## src/rtl/ifc_mux_pkg.sv

```systemverilog
// Shared types and helpers for the ifc multi-channel master.
// Provides channel-id width helper, arbitration mode enum and channel limit.
package ifc_mux_pkg;

   localparam int MAX_CH = 16;

   typedef enum logic {
      ARB_RR,
      ARB_PRIO
   } arb_mode_e;

   // Channel-id width, never narrower than one bit.
   function automatic int ch_w(input int n);
      return (n <= 2) ? 1 : $clog2(n);
   endfunction

endpackage

```

## src/rtl/ifc_ch_fifo.sv

```systemverilog
// Per-channel synchronous FIFO with extra-MSB wrap pointers.
// Ports: clk, rst (async high), push/wdata in, pop/rdata out, full, empty.
module ifc_ch_fifo
   import ifc_mux_pkg::*;
#(
   parameter int DATA_W = 64,
   parameter int DEPTH  = 4
) (
   input  logic              clk,
   input  logic              rst,
   input  logic              push,
   input  logic              pop,
   input  logic [DATA_W-1:0] wdata,
   output logic [DATA_W-1:0] rdata,
   output logic              full,
   output logic              empty
);

   localparam int AW = $clog2(DEPTH);

   logic [AW:0]       wptr;
   logic [AW:0]       rptr;
   logic [DATA_W-1:0] mem [DEPTH];

   always_ff @(posedge clk or posedge rst) begin
      if (rst) begin
         wptr <= '0;
         rptr <= '0;
      end else begin
         if (push) wptr <= wptr + 1'b1;
         if (pop)  rptr <= rptr + 1'b1;
      end
   end

   // Storage needs no reset: pointers alone define validity.
   always_ff @(posedge clk) begin
      if (push) mem[wptr[AW-1:0]] <= wdata;
   end

   assign rdata = mem[rptr[AW-1:0]];
   assign empty = (wptr == rptr);
   assign full  = (wptr[AW] != rptr[AW]) &&
                  (wptr[AW-1:0] == rptr[AW-1:0]);

endmodule

```

## src/rtl/ifc_mux_master.sv

```systemverilog
// N-channel valid/ready mux: per-channel FIFOs, RR or fixed-priority
// arbiter, one registered output tagged with source channel.
// Ports: clk, rst (async high); in_valid/in_ready/in_data per channel;
// out_valid/out_ready/out_data/out_ch; ch_empty per channel.
module ifc_mux_master
   import ifc_mux_pkg::*;
#(
   parameter int  DATA_W = 64,
   parameter int  N_CH   = 4,
   parameter int  DEPTH  = 4,
   parameter int  MODE   = 0,
   localparam int CH_W   = ch_w(N_CH)
) (
   input  logic                   clk,
   input  logic                   rst,
   input  logic [N_CH-1:0]        in_valid,
   output logic [N_CH-1:0]        in_ready,
   input  logic [N_CH*DATA_W-1:0] in_data,
   output logic                   out_valid,
   input  logic                   out_ready,
   output logic [DATA_W-1:0]      out_data,
   output logic [CH_W-1:0]        out_ch,
   output logic [N_CH-1:0]        ch_empty
);

   logic [N_CH-1:0]   full;
   logic [N_CH-1:0]   empty;
   logic [N_CH-1:0]   push;
   logic [N_CH-1:0]   pop;
   logic [DATA_W-1:0] rdata [N_CH];
   logic [CH_W-1:0]   ptr;
   logic [CH_W-1:0]   gnt;
   logic [CH_W-1:0]   nptr;
   logic              any;
   logic              load;

   for (genvar gi = 0; gi < N_CH; gi++) begin : g_ch
      ifc_ch_fifo #(
         .DATA_W(DATA_W),
         .DEPTH (DEPTH)
      ) u_fifo (
         .clk  (clk),
         .rst  (rst),
         .push (push[gi]),
         .pop  (pop[gi]),
         .wdata(in_data[gi*DATA_W +: DATA_W]),
         .rdata(rdata[gi]),
         .full (full[gi]),
         .empty(empty[gi])
      );
   end

   assign push     = in_valid & ~full;
   assign in_ready = ~full;
   assign ch_empty = empty;
   assign any      = ~&empty;
   assign load     = !out_valid || out_ready;

   // First non-empty channel, scanning from ptr (RR) or from 0 (prio).
   always_comb begin
      logic            found;
      logic [CH_W-1:0] c;
      gnt   = '0;
      found = 1'b0;
      c     = '0;
      for (int i = 0; i < N_CH; i++) begin
         if (MODE == int'(ARB_PRIO)) c = CH_W'(i);
         else                        c = CH_W'((int'(ptr) + i) % N_CH);
         if (!found && !empty[c]) begin
            found = 1'b1;
            gnt   = c;
         end
      end
   end

   always_comb begin
      pop = '0;
      for (int i = 0; i < N_CH; i++) begin
         pop[i] = load && any && (gnt == CH_W'(i));
      end
   end

   // Explicit wrap: N_CH need not be a power of two.
   assign nptr = (gnt == CH_W'(N_CH - 1)) ? '0 : gnt + 1'b1;

   always_ff @(posedge clk or posedge rst) begin
      if (rst) begin
         out_valid <= 1'b0;
         out_data  <= '0;
         out_ch    <= '0;
         ptr       <= '0;
      end else if (load) begin
         if (any) begin
            out_valid <= 1'b1;
            out_data  <= rdata[gnt];
            out_ch    <= gnt;
            if (MODE == int'(ARB_RR)) ptr <= nptr;
         end else begin
            out_valid <= 1'b0;
         end
      end
   end

endmodule

```

## config.mk

```make
export PLATFORM = sky130hd
export DESIGN_NAME = ifc_mux_master
export DESIGN_NICKNAME = d
export VERILOG_FILES = /design/src/rtl/ifc_mux_pkg.sv /design/src/rtl/ifc_ch_fifo.sv /design/src/rtl/ifc_mux_master.sv
export SDC_FILE = /design/constraint.sdc
export NUM_CORES = 1
export LEC_CHECK = 0
export CAP_MARGIN = 20
export CORE_AREA = 2 2 354 356
export CTS_CLUSTER_SIZE = 12
export DETAILED_ROUTE_END_ITERATION = 8
export DIE_AREA = 0 0 356 358
export DONT_BUFFER_PORTS = 1
export SETUP_SLACK_MARGIN = 0.3
export SYNTH_ARGS = -nofsm -noshare
export SYNTH_HDL_FRONTEND = slang
export SYNTH_SLANG_ARGS = --single-unit
```

## constraint.sdc

```tcl
create_clock -name clk -period 2.7 [get_ports clk]
set_input_delay 0.135 -clock clk [delete_from_list [all_inputs] [get_ports clk]]
set_output_delay 0.135 -clock clk [all_outputs]
set_load 0.03 [all_outputs]
```

## After elaboration in Yosys (flattened, before gate mapping)

Memories as Yosys holds them, arrays and structs flattened.
Cells that the tools add are included.

- Bits in registers: 93
- Bits in writable memories: 1,024
- Bits of input ports: 263
- Output and inout port bits: 75
- Logic and storage cells: 103
- Memories: 4

- Add/subtract/negate cells: 12
- Order comparisons: 5
- Equal/unequal tests: 15
- Muxes and demuxes: 28
- Bitwise logic cells: 4
- Reduce and logical (&&, ||, !) cells: 23

Memories:

| name | depth | width | read ports | clocked after memory_dff | wr ports | RTL line | RTL |
|---|---|---|---|---|---|---|---|
| g_ch[0].u_fifo.mem | 4 | 64 | 1 | 0 | 1 | ifc_ch_fifo.sv:23 | `logic [DATA_W-1:0] mem [DEPTH];` |
| g_ch[1].u_fifo.mem | 4 | 64 | 1 | 0 | 1 | ifc_ch_fifo.sv:23 |  |
| g_ch[2].u_fifo.mem | 4 | 64 | 1 | 0 | 1 | ifc_ch_fifo.sv:23 |  |
| g_ch[3].u_fifo.mem | 4 | 64 | 1 | 0 | 1 | ifc_ch_fifo.sv:23 |  |

Operators by type and width:

| cell | number |
|---|---|
| binary-select mux 64 bit (select 2 bit) | 1 |
| 2-to-1 mux 64 bit | 2 |
| adder 3 x 1 -> 3 bit (second input constant) | 8 |
| 2-to-1 mux 1 bit | 16 |
| == test 3 bit | 4 |
| logical AND 1 bit | 12 |
| less-than comparator 2 x 3 -> 1 bit (second input constant) | 4 |
| 2-to-1 mux 2 bit | 5 |
| binary-select mux 1 bit (select 2 bit) | 4 |
| == test 2 bit | 4 |
| logical NOT 1 bit | 7 |
| adder 2 x 1 -> 2 bit (second input constant) | 2 |
| adder 2 bit (second input constant) | 2 |
| AND 4 bit | 1 |
| == test 2 bit (second input constant) | 2 |
| != test 1 bit | 4 |
| NOT 4 bit | 1 |
| AND reduction 4 bit | 1 |
| greater-or-equal comparator 3 bit (second input constant) | 1 |
| NOT 2 -> 3 bit | 1 |
| == test 2 x 1 -> 1 bit (second input constant) | 1 |
| logical NOT 2 bit | 1 |
| AND reduction 2 bit | 1 |
| logical OR 1 bit | 1 |
| NOT 1 bit | 1 |

## Longest topological paths before layout

Gate-level depths: netlist of the first run.

- Depth in word-level cells: 16
- Gate-level depth with buffers: 10
- Mapped depth without buffers: 7

## Cells and area by module

Synthesis of the first run repeated with hierarchy kept, for this count alone.

- Cell total of the unflattened synthesis: 1,971
- Area total of the unflattened synthesis: 42,949.9 um2

Modules (own cells, without submodules):

| module | times used | cells each | area each (um2) | sequential area each (um2) |
|---|---|---|---|---|
| ifc_ch_fifo | 4 | 365 | 9,576.7 | 7,837.5 |
| ifc_mux_master | 1 | 511 | 4,643.2 | 1,726.7 |

## Least setup slack after synthesis of the first run

Ideal clock, no wire load.

- Path type: reg-to-reg
- From: register g_ch[0].u_fifo.rptr[0]
- To: memory g_ch[0].u_fifo.mem[3][0], enable pin
- Setup time: 431 ps
- Data arrival time: 2,644 ps
- Data required time: 2,269 ps
- Setup slack: -375 ps
- Cell stages (with the launch flop): 5
- Path buffers: 0
- Period minus slack after synthesis: 3,075 ps
- Path through: dfrtp_1 -> xor2_1 -> nor2_1 -> nand2_1 -> and3_1

- Cells in the longest elaborated chain, start to end: 6

Ends and longest elaborated chain:

| what | RTL line | RTL |
|---|---|---|
| start, declared | ifc_ch_fifo.sv:22 | `logic [AW:0] rptr;` |
| start signal, assigned | ifc_ch_fifo.sv:31 | `if (pop) rptr <= rptr + 1'b1;` |
| == test 2 bit | ifc_ch_fifo.sv:43 | `(wptr[AW-1:0] == rptr[AW-1:0]);` |
| logical AND 1 bit | ifc_ch_fifo.sv:42 | `assign full = (wptr[AW] != rptr[AW]) &&` |
| NOT 4 bit | - |  |
| via in_ready[0] | ifc_mux_master.sv:17 | `output logic [N_CH-1:0] in_ready,` |
| AND 4 bit | ifc_mux_master.sv:53 | `assign push = in_valid & ~full;` |
| 2-to-1 mux 1 bit | ifc_ch_fifo.sv:37 | `if (push) mem[wptr[AW-1:0]] <= wdata;` |
| 2-to-1 mux 1 bit (implied by the code) | ifc_ch_fifo.sv:37 |  |
| end, declared | ifc_ch_fifo.sv:23 |  |

The timed path passes the listed nets, and every way through them passes these cells.

## Final worst setup path of the first run

- From: register g_ch[2].u_fifo.rptr[0]
- To: register out_data[33]

- Cells in the longest elaborated chain, start to end: 16
- Elaborated cells on any way between the ends: 32
- Classes of those cells: 1 x eq/ne; 18 x mux; 2 x bitwise; 10 x reduce/logical; 1 x memory

Ends and longest elaborated chain:

| what | RTL line | RTL |
|---|---|---|
| start, declared | ifc_ch_fifo.sv:22 |  |
| start signal, assigned | ifc_ch_fifo.sv:31 |  |
| == test 3 bit | ifc_ch_fifo.sv:41 | `assign empty = (wptr == rptr);` |
| binary-select mux 1 bit (select 2 bit) | ifc_mux_master.sv:69 | `if (!found && !empty[c]) begin` |
| 2-to-1 mux 1 bit (implied by the code) | ifc_mux_master.sv:69 |  |
| logical NOT 1 bit | ifc_mux_master.sv:69 |  |
| logical AND 1 bit | ifc_mux_master.sv:69 |  |
| 2-to-1 mux 1 bit | ifc_mux_master.sv:69 |  |
| logical NOT 1 bit | ifc_mux_master.sv:69 |  |
| logical AND 1 bit | ifc_mux_master.sv:69 |  |
| 2-to-1 mux 1 bit | ifc_mux_master.sv:69 |  |
| logical NOT 1 bit | ifc_mux_master.sv:69 |  |
| logical AND 1 bit | ifc_mux_master.sv:69 |  |
| 2-to-1 mux 2 bit | ifc_mux_master.sv:69 |  |
| NOT 2 -> 3 bit (implied by the code) | ifc_mux_master.sv:95 | `out_data <= rdata[gnt];` |
| binary-select mux 64 bit (select 2 bit) | ifc_mux_master.sv:95 |  |
| 2-to-1 mux 64 bit (implied by the code) (2 in series) | ifc_mux_master.sv:95 |  |
| end signal, assigned | ifc_mux_master.sv:95 |  |
| end, declared | ifc_mux_master.sv:21 | `output logic [DATA_W-1:0] out_data,` |

Parallel ways exist; a longest one is shown, timed or not. The select of a mux whose other input is x is not followed.
A chain may end at the register's enable or synchronous reset.

==> results of run 1 <==
-- cell families (layout without fill, tap and decap cells) --
| kind of cell | after synthesis | in the layout | share of synthesized area, % |
|---|---|---|---|
| AOI/OAI and AO/OA | 200 | 200 | 3.23 |
| xor gates and xnor gates | 28 | 28 | 0.569 |
| adders and majority gates | 20 | 20 | 0.581 |
| buffers and inverters | 140 | 681 | 1.38 |
| DFF | 1117 | 1117 | 76.8 |
| muxes | 324 | 324 | 15.2 |
| other | 0 | 15 | 0 |
| and+or+nand+nor | 203 | 204 | 2.27 |
-- sequential cells by signal, indices dropped and copies added (netlist names) --
name,count
g_ch.u_fifo.mem,1024
out_data,64
g_ch.u_fifo.rptr,12
g_ch.u_fifo.wptr,12
out_ch,2
ptr,2
out_valid,1
-- metal layers --
metal	vias to the layer above	GRT usage, %
met4	18	4.89
met3	167	5.97
met2	753	32.5
met5	-	0
met1	11900	22.4
li1	9424	-
-- critical path, delay by kind of cell (launching register included) --
kind	cells	cell delay [ns]
compound gates	4	0.91
xor+xnor	1	0.15
buf+inv	3	0.46
flops	1	0.49
simple gates	1	0.44
-- power breakdown --
group | switching (mW) | internal, mW
sequential | 2.90 | 23.5
combinational | 14.1 | 11.5
clock | 6.51 | 8.46
total | 23.6 | 43.5
-- layout make-up --
cell class                      instances  area [um^2]  area share (%)
Antenna cell                           15         37.5          0.0701
Clock buffer                          166         3190            5.96
Clock inverter                         41          357           0.666
Inverter                               15         72.6           0.136
Sequential cell                      1117        33100            61.8
Timing Repair Buffer                  459         4990            9.31
Multi-Input combinational cell        776         9750            18.2
Tap cell                             1637         2050            3.83
-- repair_timing --
action	CTS	global route
cloned	10	2
hold buffers	263	0
resized for setup	45	33
endpoints found under the setup margin	75	73
setup buffers	14	11
hold endpoints to repair	1482	0
pin swaps	7	9
-- per-stage QoR --
step | setup TNS [ns] | worst slack [ns]
global placement | -0.0467 | -0.0243
CTS | 0 | 0.193
global route | 0 | 0.0535
floorplan | 0 | 0.320
detailed placement | -0.0545 | -0.0361
finish | 0 | 0.131
-- synthesized netlist by cell type, drive strengths merged, types with 20 or more instances --
cell type / n / area [um^2]
o21ai: 47 / 235
nand3: 95 / 485
a31oi: 54 / 338
nor2: 61 / 231
clkbuf: 82 / 308
dfrtp: 93 / 2330
buf: 43 / 228
mux2: 68 / 766
a22oi: 41 / 313
edfxtp: 1024 / 30700
mux4: 256 / 5770
ha: 20 / 250
-- worst paths after layout --
kind	start	to	slack, ns
min	rst	out_data[11]	0.06
min reg2reg	g_ch[3].u_fifo.wptr[2]	g_ch[3].u_fifo.wptr[2]	0.49
max in group asynchronous	rst	g_ch[3].u_fifo.rptr[1]	2.23
max reg2reg	g_ch[2].u_fifo.rptr[0]	out_data[33]	0.13
min in group clk	in_data[63]	g_ch[0].u_fifo.mem[0][63]	0.11
max	g_ch[2].u_fifo.rptr[0]	out_data[33]	0.13
-- placed cells by master, fill, tap and decap left out, drive strengths merged, types with 5 or more instances in the layout --
| master | instances |
|---|---|
| nor2 | 61 |
| a32oi | 15 |
| inv | 17 |
| mux4 | 256 |
| a22oi | 41 |
| o21ai | 47 |
| dlygate4sd3 | 262 |
| diode | 15 |
| nand3 | 95 |
| and3 | 16 |
| clkinv | 32 |
| clkbuf | 167 |
| a21oi | 17 |
| xor2 | 17 |
| dfrtp | 93 |
| edfxtp | 1024 |
| xnor2 | 11 |
| nand2 | 13 |
| and2 | 5 |
| a31oi | 54 |
| buf | 193 |
| ha | 20 |
| a221o | 10 |
| mux2 | 68 |
==> out/metrics.csv, run 1 <==
stage,metric,value,unit
clock_network,TritonCTS Sinks,1117,
routing,DRC errors left,0,
timing,final hold vios,0,
power,total power,67.1,mW
logic_synthesis,ys flop type,edfxtp_1,
timing,worst hold slack,0.0612,ns
routing,Routed Wire Length,120,mm
global_routing,largest net degree at the start of global routing,75,
logic_synthesis,Mapped Cells,2032,
routing,Metal-1 WL,45.5,mm
worst_setup_path,"Cell Chain, Critical Path","xor2_2, or3_4, buf_6, buf_6, a22o_4, o31ai_4, buf_6, a21oi_1, a221o_1",
timing,RSZ-0062 raised after global routing,yes,
global_routing,GRT Util Overall,18.7,%
power,Worst VDD drop,980,uV
routing,DR WL met3,9.74,mm
timing,Final Skew,0.0495,ns
timing,Max Freq,0.389,GHz
clock_network,CTS H-tree depth,3,
power,leak pwr,17.5,nW
hold_path,Worst Hold Class,in -> async,
logic_synthesis,Synth cell types,55,
worst_setup_path,WS Path Type,reg -> reg,
logic_synthesis,Syn Area/Cell,21.2,um^2
worst_setup_path,Worst Path Arrival,3.17,ns
die,io pins,338,
final_layout,area growth from synthesis to layout,24.3,%
routing,DRT iter0 DRCs,2181,
die,Die ar.,127000,um^2
routing,via count,22200,
routing,Met2 Wirelength,61.7,mm
placement,post-DP HPWL,79.8,mm
die,die height,358,um
timing,endpoints failing setup,0,
flow_run,max_cap viols,0,
die,core footprint,123000,um^2
final_layout,final core utilization,43.4,%
worst_setup_path,worst r2r path cells,9,
timing,final number of max-transition violations,0,
timing,post-route minimum period,2.57,ns
final_layout,fill cell count,10600,
timing,Slew Limit Headroom,26.8,%
clock_network,TritonCTS Buffers,115,
placement,Port-buffer cells,0,
global_routing,grt total ovfl,0,
routing,Top Metal Used,met5,
worst_setup_path,CP endpoint kind,register,
placement,# placed instances,3704,
worst_setup_path,CP startpoint kind,register,
routing,DR WL/cell,28.4,um
placement,gpl congestion,0.841,
logic_synthesis,Yosys Warn Count,0,
global_routing,antenna violations before repair,23,
worst_setup_path,Slowest cell on crit path,dfrtp_4,
placement,dpl cell area,46500,um^2
logic_synthesis,post-synthesis register bit count,1117,
logic_synthesis,register area share after synthesis,76.8,%
final_layout,Finished Layout Cells,4226,
logic_synthesis,number of synthesized flops with an enable pin,1024,
logic_synthesis,Synthesized Nets,2315,
routing,final antenna-violating net count,0,
die,width of the chip,356,um
logic_synthesis,async set-reset flop share out of synthesis,8.33,%
final_layout,share of cells above drive strength 1,28.8,%
routing,number of vias per cell,5.26,
worst_setup_path,worst stage delay on the critical path,0.49,ns
clock_network,Root Driver,clkbuf_16,
final_layout,nets,2767,
die,std cell rows,129,
status,status,"complete, no violations",
logic_synthesis,Synth Cell Area,43100,um^2
clock_network,CTS tree,built,
worst_setup_path,critical path peak fanout,5,
worst_setup_path,CP required,3.31,ns
worst_setup_path,CP dominant cell by count,buf_6,
die,effective utilization at floorplan,34.9,%
timing,post-route clock period utilization,95.1,%
clock_network,Worst-path clk slew,0.06,ns
clock_network,Max clock buf depth,3,
power,Pwr Density,1250,nW/um^2
final_layout,Final Cell Area,53500,um^2
clock_network,clock latency on the worst-skew pair,0.74,ns
routing,First-pass DRT Iterations,5,
timing,Worst-Margin Slew,1.10,ns
global_routing,first-pass GRT wire length,170,mm
global_routing,vias in the first global route,23300,
(Power assumes the default switching activity.)
==> run 2, diff against run 1 <==
--- a/config.mk
+++ b/config.mk
@@ -14,4 +14,5 @@
 export SETUP_SLACK_MARGIN = 0.3
 export SYNTH_ARGS = -nofsm -noshare
 export SYNTH_HDL_FRONTEND = slang
+export SYNTH_HIERARCHICAL = 1
 export SYNTH_SLANG_ARGS = --single-unit
==> constraint.sdc (replaced) <==
create_clock -name clk -period 2.9 [get_ports clk]
set_input_delay 0.145 -clock clk [delete_from_list [all_inputs] [get_ports clk]]
set_output_delay 0.145 -clock clk [all_outputs]
set_load 0.03 [all_outputs]
==> run 2 against run 1 <==
Total power shrank 7.8%. Cell count shrank 2.7%. Design area is 0.98% lower. Routed wire length shrank 2.3%. Clock power fell by 13%. Non-clock buffer count down 64. Register-to-register slack improved by 0.10 ns. Via count fell by 1.4%. Global-route usage shrank 1.1 points. Critical path type unchanged. Critical endpoint is now out_data[22]. Largest power group unchanged.
==> out/metrics.csv, run 2 <==
stage,metric,value,unit,change
status,status,"complete, no violations",,
timing,post-route minimum period,2.67,ns,+0.0990 ns
power,Worst VDD drop,1030,uV,+5.0%
final_layout,final core utilization,43.0,%,-0.43 points
placement,pre-CTS setup slack,-0.313,ns,-0.277 ns
global_routing,first-pass GRT wire length,161,mm,-5.0%
logic_synthesis,number of synthesized flops with an enable pin,1024,,unchanged
die,std cell rows,129,,unchanged
worst_setup_path,CP required,3.47,ns,+0.16 ns
final_layout,"most common cell after layout, fill and taps aside",edfxtp_1,,
timing,post-route clock period utilization,92.0,%,-3.1 points
die,Die ar.,127000,um^2,unchanged
logic_synthesis,"top cells by count, synth","1024 x edfxtp_1, 256 x mux4_2, 93 x dfrtp_1",,
timing,final hold vios,0,,unchanged
final_layout,share of cells above drive strength 1,26.9,%,-1.9 points
die,core footprint,123000,um^2,unchanged
clock_network,Worst-path clk slew,0.06,ns,about the same
worst_setup_path,critical path peak fanout,7,,+2
timing,Final Skew,0.0163,ns,-0.0331 ns
clock_network,TritonCTS Sinks,1117,,unchanged
placement,dpl cell area,45400,um^2,-2.3%
logic_synthesis,post-synthesis register bit count,1117,,unchanged
routing,First-pass DRT Iterations,5,,unchanged
timing,setup tns final,0,ns,unchanged
logic_synthesis,register area share after synthesis,77.0,%,+0.21 points
placement,gpl congestion,0.815,,-3.2%
logic_synthesis,largest cells by area after synthesis,"edfxtp_1 72%, mux4_2 13%, dfrtp_1 5.4%",,
die,die height,358,um,unchanged
logic_synthesis,top cell type's share of synthesized area,71.6,%,+0.20 points
clock_network,CTS H-tree depth,3,,unchanged
clock_network,TritonCTS Buffers,110,,-4.3%
logic_synthesis,Syn Area/Cell,21.8,um^2,+2.8%
routing,Routed Wire Length,117,mm,-2.3%
global_routing,GRT Util Overall,17.6,%,-1.1 points
logic_synthesis,cell taking the most area after synthesis,edfxtp_1,,
placement,# placed instances,3580,,-3.3%
clock_network,CTS tree,built,,
routing,DRT iter0 DRCs,2120,,-2.8%
worst_setup_path,Worst Path Arrival,3.24,ns,+0.07 ns
routing,final antenna-violating net count,0,,unchanged
clock_network,Root Driver,clkbuf_16,,
final_layout,Finished Layout Cells,4110,,-2.7%
final_layout,most frequent cells in the layout,"1024 x edfxtp_1, 264 x dlygate4sd3_1, 256 x mux4_2",,
die,effective utilization at floorplan,34.8,%,-0.097 points
die,width of the chip,356,um,unchanged
logic_synthesis,async set-reset flop share out of synthesis,8.33,%,unchanged
timing,Worst-Margin Slew,1.15,ns,+0.0535 ns
logic_synthesis,Synth Cell Area,42900,um^2,-0.28%
power,Pwr Density,1170,nW/um^2,-6.9%
final_layout,area growth from synthesis to layout,23.4,%,
timing,RSZ-0062 raised after global routing,yes,,
worst_setup_path,WS Path Type,reg -> reg,,
power,leak pwr,17.2,nW,-1.6%
routing,DRC errors left,0,,unchanged
global_routing,largest net degree at the start of global routing,67,,-11%
logic_synthesis,ys flop type,edfxtp_1,,
timing,Max Freq,0.375,GHz,-3.7%
global_routing,vias in the first global route,21900,,-6.0%
logic_synthesis,Synthesized Nets,2254,,-2.6%
logic_synthesis,Synth cell types,38,,-31%
placement,post-DP HPWL,73.0,mm,-8.5%
routing,via count,21900,,-1.4%
worst_setup_path,CP startpoint kind,register,,
power,total power,61.8,mW,-7.8%
flow_run,max_cap viols,0,,unchanged
global_routing,grt total ovfl,0,,unchanged
worst_setup_path,CP endpoint kind,register,,
routing,number of vias per cell,5.33,,+1.4%
timing,final number of max-transition violations,0,,unchanged
placement,Port-buffer cells,0,,unchanged
timing,Slew Limit Headroom,23.3,%,-3.6 points
clock_network,clock latency on the worst-skew pair,0.71,ns,-0.03 ns
routing,DR WL/cell,28.5,um,+0.45%
timing,endpoints failing setup,0,,unchanged
final_layout,nets,2658,,-3.9%
clock_network,Max clock buf depth,3,,unchanged
die,io pins,338,,unchanged
timing,final setup margin,0.232,ns,+0.101 ns
final_layout,max reg flops,1024,,unchanged
final_layout,Final Cell Area,53000,um^2,-0.98%
logic_synthesis,Yosys Warn Count,6,,+6
global_routing,antenna violations before repair,49,,+110%
hold_path,Worst Hold Class,in -> reg,,
timing,worst hold slack,0.139,ns,+0.0783 ns
logic_synthesis,cell with the most instances after synthesis,edfxtp_1,,
logic_synthesis,Mapped Cells,1971,,-3.0%
## run 2: logic make-up after synthesis
logic type / after synthesis / share of synthesized area (%)
flops: 1117 / 77.0
simple gates: 124 / 1.32
compound gates: 221 / 3.50
fa+ha+maj: 20 / 0.583
buf+inv: 137 / 1.99
mux: 324 / 15.0
xor+xnor: 28 / 0.571
## run 2: path summary, 6_finish.rpt
path                                         from                  endpoint  slack (ns)  cells past startpoint
min in group asynchronous                     rst    g_ch[3].u_fifo/rptr[1]        0.63                      3
min                                  in_data[132]  g_ch[2].u_fifo/mem[3][4]        0.14                      1
max in group asynchronous                     rst    g_ch[1].u_fifo/rptr[0]        1.45                      4
min reg2reg                g_ch[1].u_fifo/wptr[2]    g_ch[1].u_fifo/wptr[2]        0.49                      1
max                        g_ch[2].u_fifo/rptr[1]              out_data[22]        0.23                      9
max reg2reg                g_ch[2].u_fifo/rptr[1]              out_data[22]        0.23                      9
## run 2: power by group
group,internal [mW],switching (mW),leakage [nW]
Clock,7.33,5.80,1.59
Sequential,21.9,2.69,10.4
Combinational,10.8,13.3,5.20
Total,40.0,21.8,17.2
## run 2: repair_timing
action,CTS,global route
cloned,6,15
hold endpoints to repair,1107,0
gates resized for setup,74,81
pin swaps,7,34
setup endpoints to repair,328,438
setup buffers,14,19
hold buffers,264,0
## run 2: final cells by class
class / count / area (um^2)
antenna: 18 / 45.0
clock buffer: 168 / 3100
clock inverter: 24 / 174
fill: 10500 / 70300
inverter: 30 / 114
multi-input combinational: 721 / 9920
sequential: 1117 / 33100
tap: 1637 / 2050
timing repair buffer: 395 / 4500
## run 2: critical path: stages (launching register included)
cell,delay (ns)
dfrtp_4,0.49
xor2_1,0.31
nor3b_4,0.12
nor2_1,0.30
a2bb2oi_4,0.21
o22ai_4,0.14
buf_12,0.18
buf_16,0.16
a221oi_4,0.47
o22ai_2,0.12
## run 2: metal layers
metal  global-route usage (%)  part of all wire, %  vias up
li1                         -                    -     9060
met1                     24.5                   42    11700
met2                     26.6                   46      935
met3                     5.66                  9.6      202
met4                     5.04                  2.2       52
met5                        0                 0.28        -
